`src/rtl/stack_pointer_unit_if.sv`:
```
// Decode/memory-stage handshake bundle for the stack pointer unit.
// The decode side is the master; the unit itself is the slave.
interface stack_pointer_unit_if;
    logic        stall;
    logic        push;
    logic        pop;
    logic        call;
    logic        ret;
    logic        rti;
    logic        int_req;
    logic [31:0] sp_addr;
    logic [31:0] sp_value;
    logic        stack_or_data;
    logic        mem_wr;
    logic        mem_rd;
    logic [1:0]  word_sel;
    logic        pc_to_stack_int;
    logic        ret_pop;
    logic        rti_pop;
    logic        busy;
    logic        stack_err;

    modport master (
        output stall, push, pop, call, ret, rti, int_req,
        input  sp_addr, sp_value, stack_or_data, mem_wr, mem_rd, word_sel,
               pc_to_stack_int, ret_pop, rti_pop, busy, stack_err
    );

    modport slave (
        input  stall, push, pop, call, ret, rti, int_req,
        output sp_addr, sp_value, stack_or_data, mem_wr, mem_rd, word_sel,
               pc_to_stack_int, ret_pop, rti_pop, busy, stack_err
    );
endinterface

```
`src/rtl/stack_pointer_unit.sv`:
```
// Stack pointer register and sequencer for PUSH/POP, CALL/RET and INT/RTI
// stack accesses; all access outputs are registered.
module stack_pointer_unit #(
    parameter logic [31:0] SP_INIT = 32'h0000_0FFF
) (
    input  logic                 clk,
    input  logic                 rst,
    stack_pointer_unit_if.slave  spu
);

    typedef enum logic [1:0] {S_IDLE, S_W2, S_W3} state_e;
    typedef enum logic [2:0] {OP_PUSH, OP_POP, OP_CALL, OP_RET, OP_INT, OP_RTI} op_e;

    state_e      state_q, state_d;
    op_e         op_q, op_d;
    logic [31:0] sp_q, sp_d;
    logic        int_pending_q, int_pending_d;

    logic [31:0] sp_addr_q, sp_addr_d;
    logic        sod_q, sod_d;
    logic        mem_wr_q, mem_wr_d;
    logic        mem_rd_q, mem_rd_d;
    logic [1:0]  word_sel_q, word_sel_d;
    logic        pc_int_q, pc_int_d;
    logic        ret_pop_q, ret_pop_d;
    logic        rti_pop_q, rti_pop_d;
    logic        stack_err_q, stack_err_d;

    logic        accept;
    logic        int_now;
    logic        cmd_valid;
    op_e         cmd_op;
    logic        issue;
    op_e         cur_op;
    logic [1:0]  word_idx;
    logic [1:0]  nwords;
    logic        is_write;
    logic [31:0] pop_addr;

    // State register
    always_ff @(posedge clk) begin
        if (rst) begin
            state_q       <= S_IDLE;
            op_q          <= OP_PUSH;
            sp_q          <= SP_INIT;
            int_pending_q <= 1'b0;
            sp_addr_q     <= SP_INIT;
            sod_q         <= 1'b1;
            mem_wr_q      <= 1'b0;
            mem_rd_q      <= 1'b0;
            word_sel_q    <= '0;
            pc_int_q      <= 1'b0;
            ret_pop_q     <= 1'b0;
            rti_pop_q     <= 1'b0;
            stack_err_q   <= 1'b0;
        end else begin
            state_q       <= state_d;
            op_q          <= op_d;
            sp_q          <= sp_d;
            int_pending_q <= int_pending_d;
            sp_addr_q     <= sp_addr_d;
            sod_q         <= sod_d;
            mem_wr_q      <= mem_wr_d;
            mem_rd_q      <= mem_rd_d;
            word_sel_q    <= word_sel_d;
            pc_int_q      <= pc_int_d;
            ret_pop_q     <= ret_pop_d;
            rti_pop_q     <= rti_pop_d;
            stack_err_q   <= stack_err_d;
        end
    end

    // Next-state: command arbitration, sequencing and SP update
    always_comb begin
        accept  = ~spu.stall && (state_q == S_IDLE);
        int_now = int_pending_q | spu.int_req;

        cmd_valid = 1'b1;
        cmd_op    = OP_PUSH;
        if (int_now)       cmd_op = OP_INT;
        else if (spu.rti)  cmd_op = OP_RTI;
        else if (spu.ret)  cmd_op = OP_RET;
        else if (spu.call) cmd_op = OP_CALL;
        else if (spu.pop)  cmd_op = OP_POP;
        else if (spu.push) cmd_op = OP_PUSH;
        else               cmd_valid = 1'b0;

        issue    = (accept && cmd_valid) || (~spu.stall && (state_q != S_IDLE));
        cur_op   = (state_q == S_IDLE) ? cmd_op : op_q;
        word_idx = (state_q == S_IDLE) ? 2'd1 : ((state_q == S_W2) ? 2'd2 : 2'd3);
        is_write = (cur_op == OP_PUSH) || (cur_op == OP_CALL) || (cur_op == OP_INT);
        pop_addr = sp_q + 32'd1;

        case (cur_op)
            OP_CALL, OP_RET: nwords = 2'd2;
            OP_INT, OP_RTI:  nwords = 2'd3;
            default:         nwords = 2'd1;
        endcase

        state_d       = state_q;
        op_d          = op_q;
        sp_d          = sp_q;
        int_pending_d = int_pending_q | spu.int_req;

        if (accept && cmd_valid) begin
            op_d = cmd_op;
            if (cmd_op == OP_INT) int_pending_d = 1'b0;
        end

        if (issue) begin
            sp_d = is_write ? (sp_q - 32'd1) : pop_addr;
            if (word_idx == nwords)  state_d = S_IDLE;
            else if (word_idx == 2'd1) state_d = S_W2;
            else                     state_d = S_W3;
        end
    end

    // Output next values; a stalled edge repeats the previous cycle's outputs
    always_comb begin
        sp_addr_d   = sp_addr_q;
        sod_d       = sod_q;
        mem_wr_d    = mem_wr_q;
        mem_rd_d    = mem_rd_q;
        word_sel_d  = word_sel_q;
        pc_int_d    = pc_int_q;
        ret_pop_d   = ret_pop_q;
        rti_pop_d   = rti_pop_q;
        stack_err_d = stack_err_q;

        if (~spu.stall) begin
            sod_d       = 1'b1;
            mem_wr_d    = 1'b0;
            mem_rd_d    = 1'b0;
            word_sel_d  = '0;
            pc_int_d    = 1'b0;
            ret_pop_d   = 1'b0;
            rti_pop_d   = 1'b0;
            stack_err_d = 1'b0;

            if (issue) begin
                sp_addr_d   = is_write ? sp_q : pop_addr;
                sod_d       = 1'b0;
                mem_wr_d    = is_write;
                mem_rd_d    = ~is_write;
                pc_int_d    = (cur_op == OP_INT);
                ret_pop_d   = (cur_op == OP_RET);
                rti_pop_d   = (cur_op == OP_RTI);
                stack_err_d = ~is_write && (pop_addr > SP_INIT);

                // Reads unwind the write order: last word written is first read
                case (cur_op)
                    OP_CALL, OP_INT: word_sel_d = word_idx;
                    OP_RET:          word_sel_d = (word_idx == 2'd1) ? 2'd2 : 2'd1;
                    OP_RTI: begin
                        case (word_idx)
                            2'd1:    word_sel_d = 2'd3;
                            2'd2:    word_sel_d = 2'd2;
                            default: word_sel_d = 2'd1;
                        endcase
                    end
                    default:         word_sel_d = 2'd0;
                endcase
            end
        end
    end

    assign spu.sp_addr         = sp_addr_q;
    assign spu.sp_value        = sp_q;
    assign spu.stack_or_data   = sod_q;
    assign spu.mem_wr          = mem_wr_q;
    assign spu.mem_rd          = mem_rd_q;
    assign spu.word_sel        = word_sel_q;
    assign spu.pc_to_stack_int = pc_int_q;
    assign spu.ret_pop         = ret_pop_q;
    assign spu.rti_pop         = rti_pop_q;
    assign spu.busy            = (state_q != S_IDLE);
    assign spu.stack_err       = stack_err_q;

endmodule

```
`src/flat_wrapper.sv`:
```
// flat-port wrapper written by rule: the top's interface ports become plain ports
module stack_pointer_unit_flat 
#(
    parameter logic [31:0] SP_INIT = 32'h0000_0FFF
)
  (clk, rst, spu_stall, spu_push, spu_pop, spu_call, spu_ret, spu_rti, spu_int_req, spu_sp_addr, spu_sp_value, spu_stack_or_data, spu_mem_wr, spu_mem_rd, spu_word_sel, spu_pc_to_stack_int, spu_ret_pop, spu_rti_pop, spu_busy, spu_stack_err);
  stack_pointer_unit_if spu_i ();
  input  logic clk;
  input  logic rst;
  input wire logic [$bits(spu_i.stall)-1:0] spu_stall;
  input wire logic [$bits(spu_i.push)-1:0] spu_push;
  input wire logic [$bits(spu_i.pop)-1:0] spu_pop;
  input wire logic [$bits(spu_i.call)-1:0] spu_call;
  input wire logic [$bits(spu_i.ret)-1:0] spu_ret;
  input wire logic [$bits(spu_i.rti)-1:0] spu_rti;
  input wire logic [$bits(spu_i.int_req)-1:0] spu_int_req;
  output wire logic [$bits(spu_i.sp_addr)-1:0] spu_sp_addr;
  output wire logic [$bits(spu_i.sp_value)-1:0] spu_sp_value;
  output wire logic [$bits(spu_i.stack_or_data)-1:0] spu_stack_or_data;
  output wire logic [$bits(spu_i.mem_wr)-1:0] spu_mem_wr;
  output wire logic [$bits(spu_i.mem_rd)-1:0] spu_mem_rd;
  output wire logic [$bits(spu_i.word_sel)-1:0] spu_word_sel;
  output wire logic [$bits(spu_i.pc_to_stack_int)-1:0] spu_pc_to_stack_int;
  output wire logic [$bits(spu_i.ret_pop)-1:0] spu_ret_pop;
  output wire logic [$bits(spu_i.rti_pop)-1:0] spu_rti_pop;
  output wire logic [$bits(spu_i.busy)-1:0] spu_busy;
  output wire logic [$bits(spu_i.stack_err)-1:0] spu_stack_err;
  assign spu_i.stall = spu_stall;
  assign spu_i.push = spu_push;
  assign spu_i.pop = spu_pop;
  assign spu_i.call = spu_call;
  assign spu_i.ret = spu_ret;
  assign spu_i.rti = spu_rti;
  assign spu_i.int_req = spu_int_req;
  assign spu_sp_addr = spu_i.sp_addr;
  assign spu_sp_value = spu_i.sp_value;
  assign spu_stack_or_data = spu_i.stack_or_data;
  assign spu_mem_wr = spu_i.mem_wr;
  assign spu_mem_rd = spu_i.mem_rd;
  assign spu_word_sel = spu_i.word_sel;
  assign spu_pc_to_stack_int = spu_i.pc_to_stack_int;
  assign spu_ret_pop = spu_i.ret_pop;
  assign spu_rti_pop = spu_i.rti_pop;
  assign spu_busy = spu_i.busy;
  assign spu_stack_err = spu_i.stack_err;
  stack_pointer_unit #(.SP_INIT(SP_INIT)) u_core (.clk(clk), .rst(rst), .spu(spu_i));
endmodule
```
`config.mk`:
```
export PLATFORM = sky130hd
export DESIGN_NAME = stack_pointer_unit_flat
export DESIGN_NICKNAME = d
export VERILOG_FILES = /design/src/rtl/stack_pointer_unit_if.sv /design/src/rtl/stack_pointer_unit.sv /design/src/flat_wrapper.sv
export SDC_FILE = /design/constraint.sdc
export NUM_CORES = 1
export LEC_CHECK = 0
export ABC_CLOCK_PERIOD_IN_PS = 5600
export CAP_MARGIN = 20
export CORE_MARGIN = 4
export CORE_UTILIZATION = 40
export CTS_CLUSTER_SIZE = 30
export DETAILED_ROUTE_END_ITERATION = 8
export PLACE_DENSITY_LB_ADDON = 0.1
export SYNTH_ARGS = -nofsm -noshare
export SYNTH_HDL_FRONTEND = slang
export SYNTH_SLANG_ARGS = --single-unit
```
`constraint.sdc`:
```
create_clock -name clk -period 5.6 [get_ports clk]
set_clock_uncertainty 0.05 [all_clocks]
set_input_delay 1.4 -clock clk [delete_from_list [all_inputs] [get_ports clk]]
set_output_delay 1.4 -clock clk [all_outputs]
set_load 0.02 [all_outputs]
```
== Yosys cells after proc, flatten, opt, wreduce, memory -nomap -nowiden ==
Cells that the tools add are included.
Word-level totals
  bits in registers: 79
  bits in latches: 0
  bits in writable memories: 0
  ROM bits: 0
  input port bits: 9
  output and inout port bits: 74
  logic and storage cells: 74
  memories kept: 0
Operators by class
  add/sub/neg operators: 2
  multipliers: 0
  divide/modulo/power cells: 0
  $lt $le $gt $ge: 1
  equality and inequality tests: 9
  shift operators: 0
  multiplexer cells: 32
  bitwise operators: 3
  reduce and logical (&&, ||, !) cells: 14
Operators by type and width (count)
  32-bit 2-to-1 mux: 2
  32-bit by 1-bit adder with 32-bit output, second input constant: 1
  32-bit by 12-bit greater-than comparator with 1-bit output, second input constant: 1
  32-bit by 1-bit subtractor with 32-bit output, second input constant: 1
  1-bit 2-to-1 mux: 17
  3-bit 2-to-1 mux: 5
  2-bit 2-to-1 mux: 5
  3-bit equality test, second input constant: 3
  2-bit one-hot mux with 2 select lines: 2
  3-bit by 2-bit equality test with 1-bit output, second input constant: 2
  2-bit one-hot mux with 3 select lines: 1
  2-bit OR reduction: 3
  2-bit by 1-bit equality test with 1-bit output, second input constant: 2
  1-bit logical AND: 4
  3-bit zero test: 1
  1-bit logical OR: 3
  2-bit equality test: 1
  2-bit equality test, second input constant: 1
  2-bit zero test: 1
  1-bit inverter: 2
  2-bit AND reduction: 1
  2-bit nonzero test: 1
  1-bit bitwise OR: 1

== Depth between registers and ports, before layout ==
Gate-level depths: netlist of run 1.
  depth in word-level cells: 12
  mapped depth: 11
  mapped depth without buffers: 9

== Least setup slack after synthesis of run 1 ==
OpenSTA, ideal clock, no wires.
  kind: input -> register
  start point: input spu_rti
  end point: register u_core.sp_q[1] (netlist: u_core.spu.sp_value[1])
  library setup time: 0.120 ns
  arrival time: 3.190 ns
  required time: 5.430 ns
  slack: 2.240 ns
  cell stages on the path: 7
  buffers on the path: 1
  cell sequence: or3_1 -> nor3_1 -> a211oi_2 -> a21oi_1 -> buf_2 -> nor3_1 -> a211o_1
On the way
  longest elaborated chain between the ends: 7
  elaborated cells on any way between the ends: 13
  classes of those cells: eq/ne (2); mux (6); reduce/logical (5)
RTL lines
  start: declaration: RTL line flat_wrapper.sv:15  | input wire logic [$bits(spu_i.rti)-1:0] spu_rti;
  3-bit 2-to-1 mux: RTL line stack_pointer_unit.sv:81  | else if (spu.rti) cmd_op = OP_RTI;
  3-bit 2-to-1 mux: RTL line stack_pointer_unit.sv:80  | if (int_now) cmd_op = OP_INT;
  3-bit 2-to-1 mux: RTL line stack_pointer_unit.sv:89  | cur_op = (state_q == S_IDLE) ? cmd_op : op_q;
  3-bit by 2-bit equality test with 1-bit output or 3-bit zero test (tied branches): RTL line stack_pointer_unit.sv:91  | is_write = (cur_op == OP_PUSH) || (cur_op == OP_CALL) || (cur_op == OP_INT);
  1-bit logical OR (2 in a row): RTL line stack_pointer_unit.sv:91
  32-bit 2-to-1 mux: RTL line stack_pointer_unit.sv:111  | sp_d = is_write ? (sp_q - 32'd1) : pop_addr;
  end signal: assignment: RTL line stack_pointer_unit.sv:59  | sp_q <= sp_d;
  end: declaration: RTL line stack_pointer_unit.sv:16  | logic [31:0] sp_q, sp_d;
Several ways; a longest one is shown, not always the timed one.
A chain may end at the register's enable or synchronous reset.

== Worst setup path in the final report of run 1 ==
Ends and elaborated chain as after synthesis.

==> metrics.md, run 1 <==
| Metric | Value |
|---|---|
| Status | finished, final reports clean |
| Post-Syn Instances | 611 |
| Setup crit start kind | primary input |
| TritonCTS Buffers | 9 |
| DR WL/cell | 15.63 um |
| Post-DRT Antenna Nets | 0 |
| Mux contribution to synthesized area | 0.008277 |
| Period utilisation layout | 0.7614 |
| Post-synthesis simple-gate area fraction | 0.3096 |
| Total vias in the final route | 4,460 |
| Final layout net count | 668 |
| Switching fraction of total power | 0.3239 |
| Critical-path maximum fanout | 22 |
| CP max-delay cell | a21oi_2 |
| Worst r2r path cells | 7 |
| Chip height | 118.0 um |
| FFs w/ async S/R, synth | 0 |
| Switching power | 573.4 uW |
| Cell area after layout | 5887 sq um |
| Crit end category | flip-flop |
| Reg power frac | 0.377 |
| PortBufs | 82 |
| Most frequent cells in the layout | nor2_1 (82), clkdlybuf4s50_1 (81), dfxtp_1 (79), nand2_1 (41), a21oi_1 (38) |
| Utilization after layout | 0.5069 |
| Rel. slew slack | 0.2888 |
| CP most frequent cell | nor3_1 |
| Unrepaired setup endpoints after global routing | no |
| Main combinational cell family by area after synthesis | simple AND/OR/NAND/NOR gates |
| Power Total | 1.770 mW |
| Area Growth Syn to Fin | 21.70% |
| Post-CTS setup buffers | 0 |
| CP max stage delay | 850 ps |
| Clk root buf | clkbuf_16 |
| Filler Cell Count | 1,140 |
| Leak | 2.044 nW |
| Placer Congestion | 0.8469 |
| Data arrival time of the worst path | 4430 ps |
| Final setup violating endpoints | 0 |
| Setup TNS | 0 ps |
| Final Max Tran Viols | 0 |
| Top_reg_cell synth | dfxtp_1 |
| CTS sink cnt | 79 |
| Clock Power Share | 0.345 |
| Flops & latches, synth | 79 |
| HP Class | reg -> reg |
| Pre-Repair DR Iteration Count | 5 |
| Max Cap Viol | 0 |
| ANT cells | 0 |
| End of the critical path | u_core.spu.sp_value[1] |
| Global route overflow | 0 |
| Number of synthesized flops with an enable pin | 0 |
| Post-cts sizing count | 0 |
| Maximum VDD drop | 0.0001664 V |
| Post-synthesis compound-gate area fraction | 0.1536 |
| Die width | 118.0 um |
| Die Footprint | 13,920 sq um |
| Total track usage | 0.1840 |
| Tmin final | 4264 ps |
| Worst flop-to-flop path endpoint | u_core.spu.sp_value[30] |
| Netlist Area Pre-Place | 4837 sq um |
| Reg2Reg Setup Slack | 2540 ps |
| Fmax | 234.5 MHz |
| Finished Layout Cells | 803 |
| Max clock buf depth | 2 |
| PD cells | 300.7 nW/um^2 |
| Clock Pin Slew Worst Setup and Hold Paths | 60 ps |
| DRT Wirelength | 12.55 mm |
| # IOs | 83 |
| Sequential-to-total area share from yosys stat | 0.3270 |
| Count of different cell masters after synthesis | 63 |
| Most common cell after layout, fill and taps aside | nor2_1 |
| Avg Vias per Cell | 5.554 |
| YS warnings | 0 |
| DP HPWL | 8.701 mm |
| Worst skew pair latency | 330 ps |
| Vias in the first global route | 4,322 |
| Setup CP Type | in -> reg |
| Adder-cell share of the synthesized area | 0.01035 |
| Rows | 39 |
| RR Startpoint | u_core.spu.sp_value[7] |
| Synthesized net count | 624 |
| Largest net degree at the start of global routing | 62 |
| H-tree levels | 3 |
| Crit path from | spu_rti |
| Synth Area in XOR/XNOR | 0.1123 |
| Initial drt markers | 301 |
| Area after DPL | 5575 sq um |
| Hold Violations, Final | 0 |
| Starting Density | 0.4165 |
| First-pass GRT wire length | 21.75 mm |
| Required @ worst endpoint | 5770 ps |
| Initial antenna violation count | 0 |
| Worst slew pin tran | 1067 ps |
| Mapped Avg Cell Area | 7.917 sq um |
| Inst Count DP | 787 |
| CTS tree | done |
| Hold-fix buffers at CTS | 0 |
| Comb pwr share | 0.277 |
| CP Cell Sequence | clkdlybuf4s50_1 -> or3_1 -> nor3_1 -> a211oi_2 -> a21oi_2 -> nor3_1 -> a211o_1 |
| Core Box Area | 11,610 sq um |
| Power Internal | 1.197 mW |
| Layout cell share with drive strength beyond 1 | 0.07576 |
| DRC violations left | 0 |
power groups by stage:
| stage | clock [mW] | sequential (mW) | combinational [mW] |
|---|---|---|---|
| detailed placement | 0 | 0.681 | 0.489 |
| global placement | 0 | 0.679 | 0.484 |
| finish | 0.611 | 0.668 | 0.491 |
| CTS | 0.623 | 0.669 | 0.492 |
| global route | 0.649 | 0.679 | 0.535 |
| floorplan | 0 | 0.700 | 0.316 |
final cells by class:
cell class / instances / area [sq um] / share of cell area
flip-flops and latches: 79 / 1582 / 0.2687
well taps: 143 / 178.9 / 0.03039
repair buffers: 88 / 873.3 / 0.1484
clock buffers: 14 / 274.0 / 0.04655
inverters: 13 / 48.80 / 0.008289
multi-input cells: 464 / 2893 / 0.4914
clock inverters: 2 / 37.54 / 0.006376
worst min-delay path by stage:
stage	from	end	slack, ps	cells past startpoint
after floorplan	u_core.op_q[2]	u_core.op_q[2]	440	2
after global placement	u_core.spu.sp_addr[30]	u_core.spu.sp_addr[30]	390	2
after detailed placement	u_core.spu.pc_to_stack_int	u_core.spu.pc_to_stack_int	410	2
after CTS	u_core.spu.pc_to_stack_int	u_core.spu.pc_to_stack_int	420	2
after global routing	u_core.spu.sp_addr[30]	u_core.spu.sp_addr[30]	440	2
final	u_core.spu.sp_addr[30]	u_core.spu.sp_addr[30]	420	2
critical path, delay by kind of cell:
kind,cells,cell delay (ps)
AO/OA/AOI/OAI,3,1440
buffers and inverters,1,420
AND/OR/NAND/NOR,3,1170
sequential cells by signal (all words and copies together) (netlist names):
signal,count
u_core.spu.sp_addr,32
u_core.spu.sp_value,32
u_core.op_q,3
u_core.spu.word_sel,2
u_core.state_q,2
u_core.int_pending_q,1
u_core.spu.mem_rd,1
u_core.spu.mem_wr,1
u_core.spu.pc_to_stack_int,1
u_core.spu.ret_pop,1
u_core.spu.rti_pop,1
u_core.spu.stack_err,1
u_core.spu.stack_or_data,1
layer usage:
layer / global-route usage / part of all wire
met1: 0.2572 / 0.49
met2: 0.2767 / 0.43
met3: 0.04709 / 0.060
met4: 0.05861 / 0.016
met5: 0 / 0
cells by family (layout without fill, tap and decap cells):
logic type,Yosys count,count (layout)
fa+ha+maj,4,4
xor+xnor,62,62
simple gates,273,273
compound gates,121,121
flops,79,79
mux,4,4
buf+inv,68,117
cells in the mapped netlist, types with 3 or more instances:
master    number  area (sq um)
nor2_1        82         307.8
dfxtp_1       79          1582
nand2_1       41         153.9
a21oi_1       39         195.2
nor3_1        35         175.2
xnor2_1       34         297.8
o21ai_0       29         145.1
clkbuf_1      28         105.1
xor2_1        28         245.2
a211oi_1      24         180.2
nand2b_1      16         100.1
nand3_1       14         70.07
nor4_1        13         81.33
inv_1         12         45.04
or2_2         11         68.82
nand4_1        9         56.30
buf_4          8         60.06
clkbuf_8       7         96.34
or4_1          7         52.55
a31oi_1        6         37.54
buf_2          6         30.03
and2_1         5         31.28
nor2b_1        5         31.28
or3_1          5         31.28
a22oi_1        4         30.03
and4_1         4         35.03
ha_1           4         50.05
mux2i_1        4         40.04
nor4b_1        4         35.03
a21o_1         3         22.52
buf_1          3         11.26
metrics by stage:
step | hold WS [ps] | setup slack [ps]
after detailed placement | 409.2 | 1012
after CTS | 424.6 | 1369
after global placement | 387.8 | 1108
after global routing | 443.2 | 1149
final | 423.1 | 1336
after floorplan | 439.4 | 2240
Note: power is estimated with default switching activity, not from simulation.
==> inputs of run 2 (changes only) <==
--- a/config.mk
+++ b/config.mk
@@ -5,7 +5,7 @@
 export SDC_FILE = /design/constraint.sdc
 export NUM_CORES = 1
 export LEC_CHECK = 0
-export ABC_CLOCK_PERIOD_IN_PS = 5600
+export ABC_CLOCK_PERIOD_IN_PS = 3600
 export CAP_MARGIN = 20
 export CORE_MARGIN = 4
 export CORE_UTILIZATION = 40
==> constraint.sdc (replaced) <==
create_clock -name clk -period 3.6 [get_ports clk]
set_clock_uncertainty 0.05 [all_clocks]
set_input_delay 0.9 -clock clk [delete_from_list [all_inputs] [get_ports clk]]
set_output_delay 0.9 -clock clk [all_outputs]
set_load 0.02 [all_outputs]
==> run 2 against run 1 <==
Sequential power is 56% higher. Cell count grew 0.87%. Sequential share of layout area fell by 0.18 points. Flip-flop and latch count unchanged. Count of clock-buffer cells in the layout fell by 2. Design area is 0.68% higher. Power is 47% higher.
==> metrics.md, run 2 (same netlist as run 1, synthesis figures left out) <==
| Metric | Value |
|---|---|
| Status | finished, final reports clean |
| Largest net degree at the start of global routing | 65 |
| Max clock buf depth | 2 |
| Fmax | 316.9 MHz |
| Vias in the first global route | 4,298 |
| Unrepaired setup endpoints after global routing | no |
| Placer Congestion | 0.8328 |
| Final Max Tran Viols | 0 |
| Filler Cell Count | 1,179 |
| DRC violations left | 0 |
| ANT cells | 0 |
| Tmin final | 3156 ps |
| Die width | 118.0 um |
| Worst slew pin tran | 646.0 ps |
| Setup CP Type | in -> reg |
| Final setup violating endpoints | 0 |
| Critical-path maximum fanout | 15 |
| Initial antenna violation count | 0 |
| Area after DPL | 5680 sq um |
| DP HPWL | 8.857 mm |
| FF/Latch Area | 1582 sq um |
| Period utilisation layout | 0.8766 |
| Avg Vias per Cell | 5.509 |
| Post-CTS setup buffers | 0 |
| Maximum VDD drop | 0.0001906 V |
| Setup TNS | 0 ps |
| Starting Density | 0.4165 |
| DRT Wirelength | 12.43 mm |
| Layout cell share with drive strength beyond 1 | 0.08396 |
| Die Footprint | 13,920 sq um |
| Final layout net count | 677 |
| Area Growth Syn to Fin | 22.53% |
| TritonCTS Buffers | 9 |
| PD cells | 440.5 nW/um^2 |
| Total vias in the final route | 4,462 |
| Total track usage | 0.1810 |
| Most frequent cells in the layout | nor2_1 (82), clkdlybuf4s50_1 (81), dfxtp_1 (79), nand2_1 (41), a21oi_1 (38) |
| Hold Violations, Final | 0 |
| Max Cap Viol | 0 |
| Clk root buf | clkbuf_16 |
| Leak | 2.078 nW |
| Post-DRT Antenna Nets | 0 |
| Setup crit start kind | primary input |
| Most common cell after layout, fill and taps aside | nor2_1 |
| CTS sink cnt | 79 |
| Core Box Area | 11,610 sq um |
| Initial drt markers | 261 |
| Power Total | 2.611 mW |
| Multi-input logic area | 2893 sq um |
| # IOs | 83 |
| Crit end category | flip-flop |
| Required @ worst endpoint | 3820 ps |
| Data arrival time of the worst path | 3370 ps |
| CTS tree | done |
| HP Class | reg -> reg |
| Pre-Repair DR Iteration Count | 5 |
| Rows | 39 |
| H-tree levels | 3 |
| DR WL/cell | 15.34 um |
| Clock Pin Slew Worst Setup and Hold Paths | 60 ps |
| Post-cts sizing count | 0 |
| First-pass GRT wire length | 21.22 mm |
| Worst skew pair latency | 340 ps |
| Hold-fix buffers at CTS | 0 |
| PortBufs | 82 |
| Chip height | 118.0 um |
| Rel. slew slack | 0.5693 |
| Global route overflow | 0 |
| Cell area after layout | 5927 sq um |
-- run 2: changes by cell type in the layout (fill, tap and decap cells not counted), sizes merged --
cell      previous run  this run
buf                  7        16
bufinv               1         0
clkbuf              14        12
clkinv               1         3
clkinvlp             1         0
-- run 2: final timing paths --
check,slack (ps),to,startpoint,cells after the start
worst max-delay path,440,u_core.spu.sp_value[29],spu_pop,10
worst min-delay path,410,u_core.spu.sp_addr[30],u_core.spu.sp_addr[30],2
worst max register to register,630,u_core.spu.stack_err,u_core.spu.sp_value[1],8
worst min register to register,410,u_core.spu.sp_addr[30],u_core.spu.sp_addr[30],2
-- run 2: final cells by class --
| type | instances | area share |
|---|---|---|
| clock buffer | 12 | 0.03990 |
| multi-input combinational | 464 | 0.4881 |
| timing repair buffer | 97 | 0.1651 |
| tap | 143 | 0.03019 |
| clock inverter | 2 | 0.001689 |
| inverter | 13 | 0.008233 |
| sequential | 79 | 0.2668 |
-- run 2: metrics by stage --
step / setup slack [ps] / hold WS, ps / util / instances
final: 444.2 / 409.6 / 0.5103 / 810
after global routing: 315.4 / 432.9 / 0.5103 / 810
after CTS: 492.4 / 412.7 / 0.5103 / 810
after detailed placement: 149.0 / 400.9 / 0.4891 / 796
after global placement: 232.8 / 397.9 / 0.4891 / 796
after floorplan: 740.4 / 439.4 / - / 611
-- run 2: power by group --
part	internal [mW]	switching, mW	leakage (nW)
registers	0.945	0.0949	0.646
clock network	0.457	0.334	0.122
logic	0.340	0.440	1.31
total	1.74	0.869	2.08
-- run 2: critical path: stages --
cell	delay, ps
clkdlybuf4s50_1	420
nor2b_1	130
o31ai_1	310
a21o_1	240
clkinv_1	100
buf_4	190
nor4_1	450
a22oi_1	140
or3_1	340
a21oi_1	140
-- run 2: metal layers --
metal,part of all wire,vias up,GRT usage,wire [um]
met5,0,-,0,0
met4,0.017,0,0.07473,216
met3,0.067,17,0.04661,834
li1,-,2245,-,-
met2,0.44,135,0.2760,5434
met1,0.48,2065,0.2428,5943
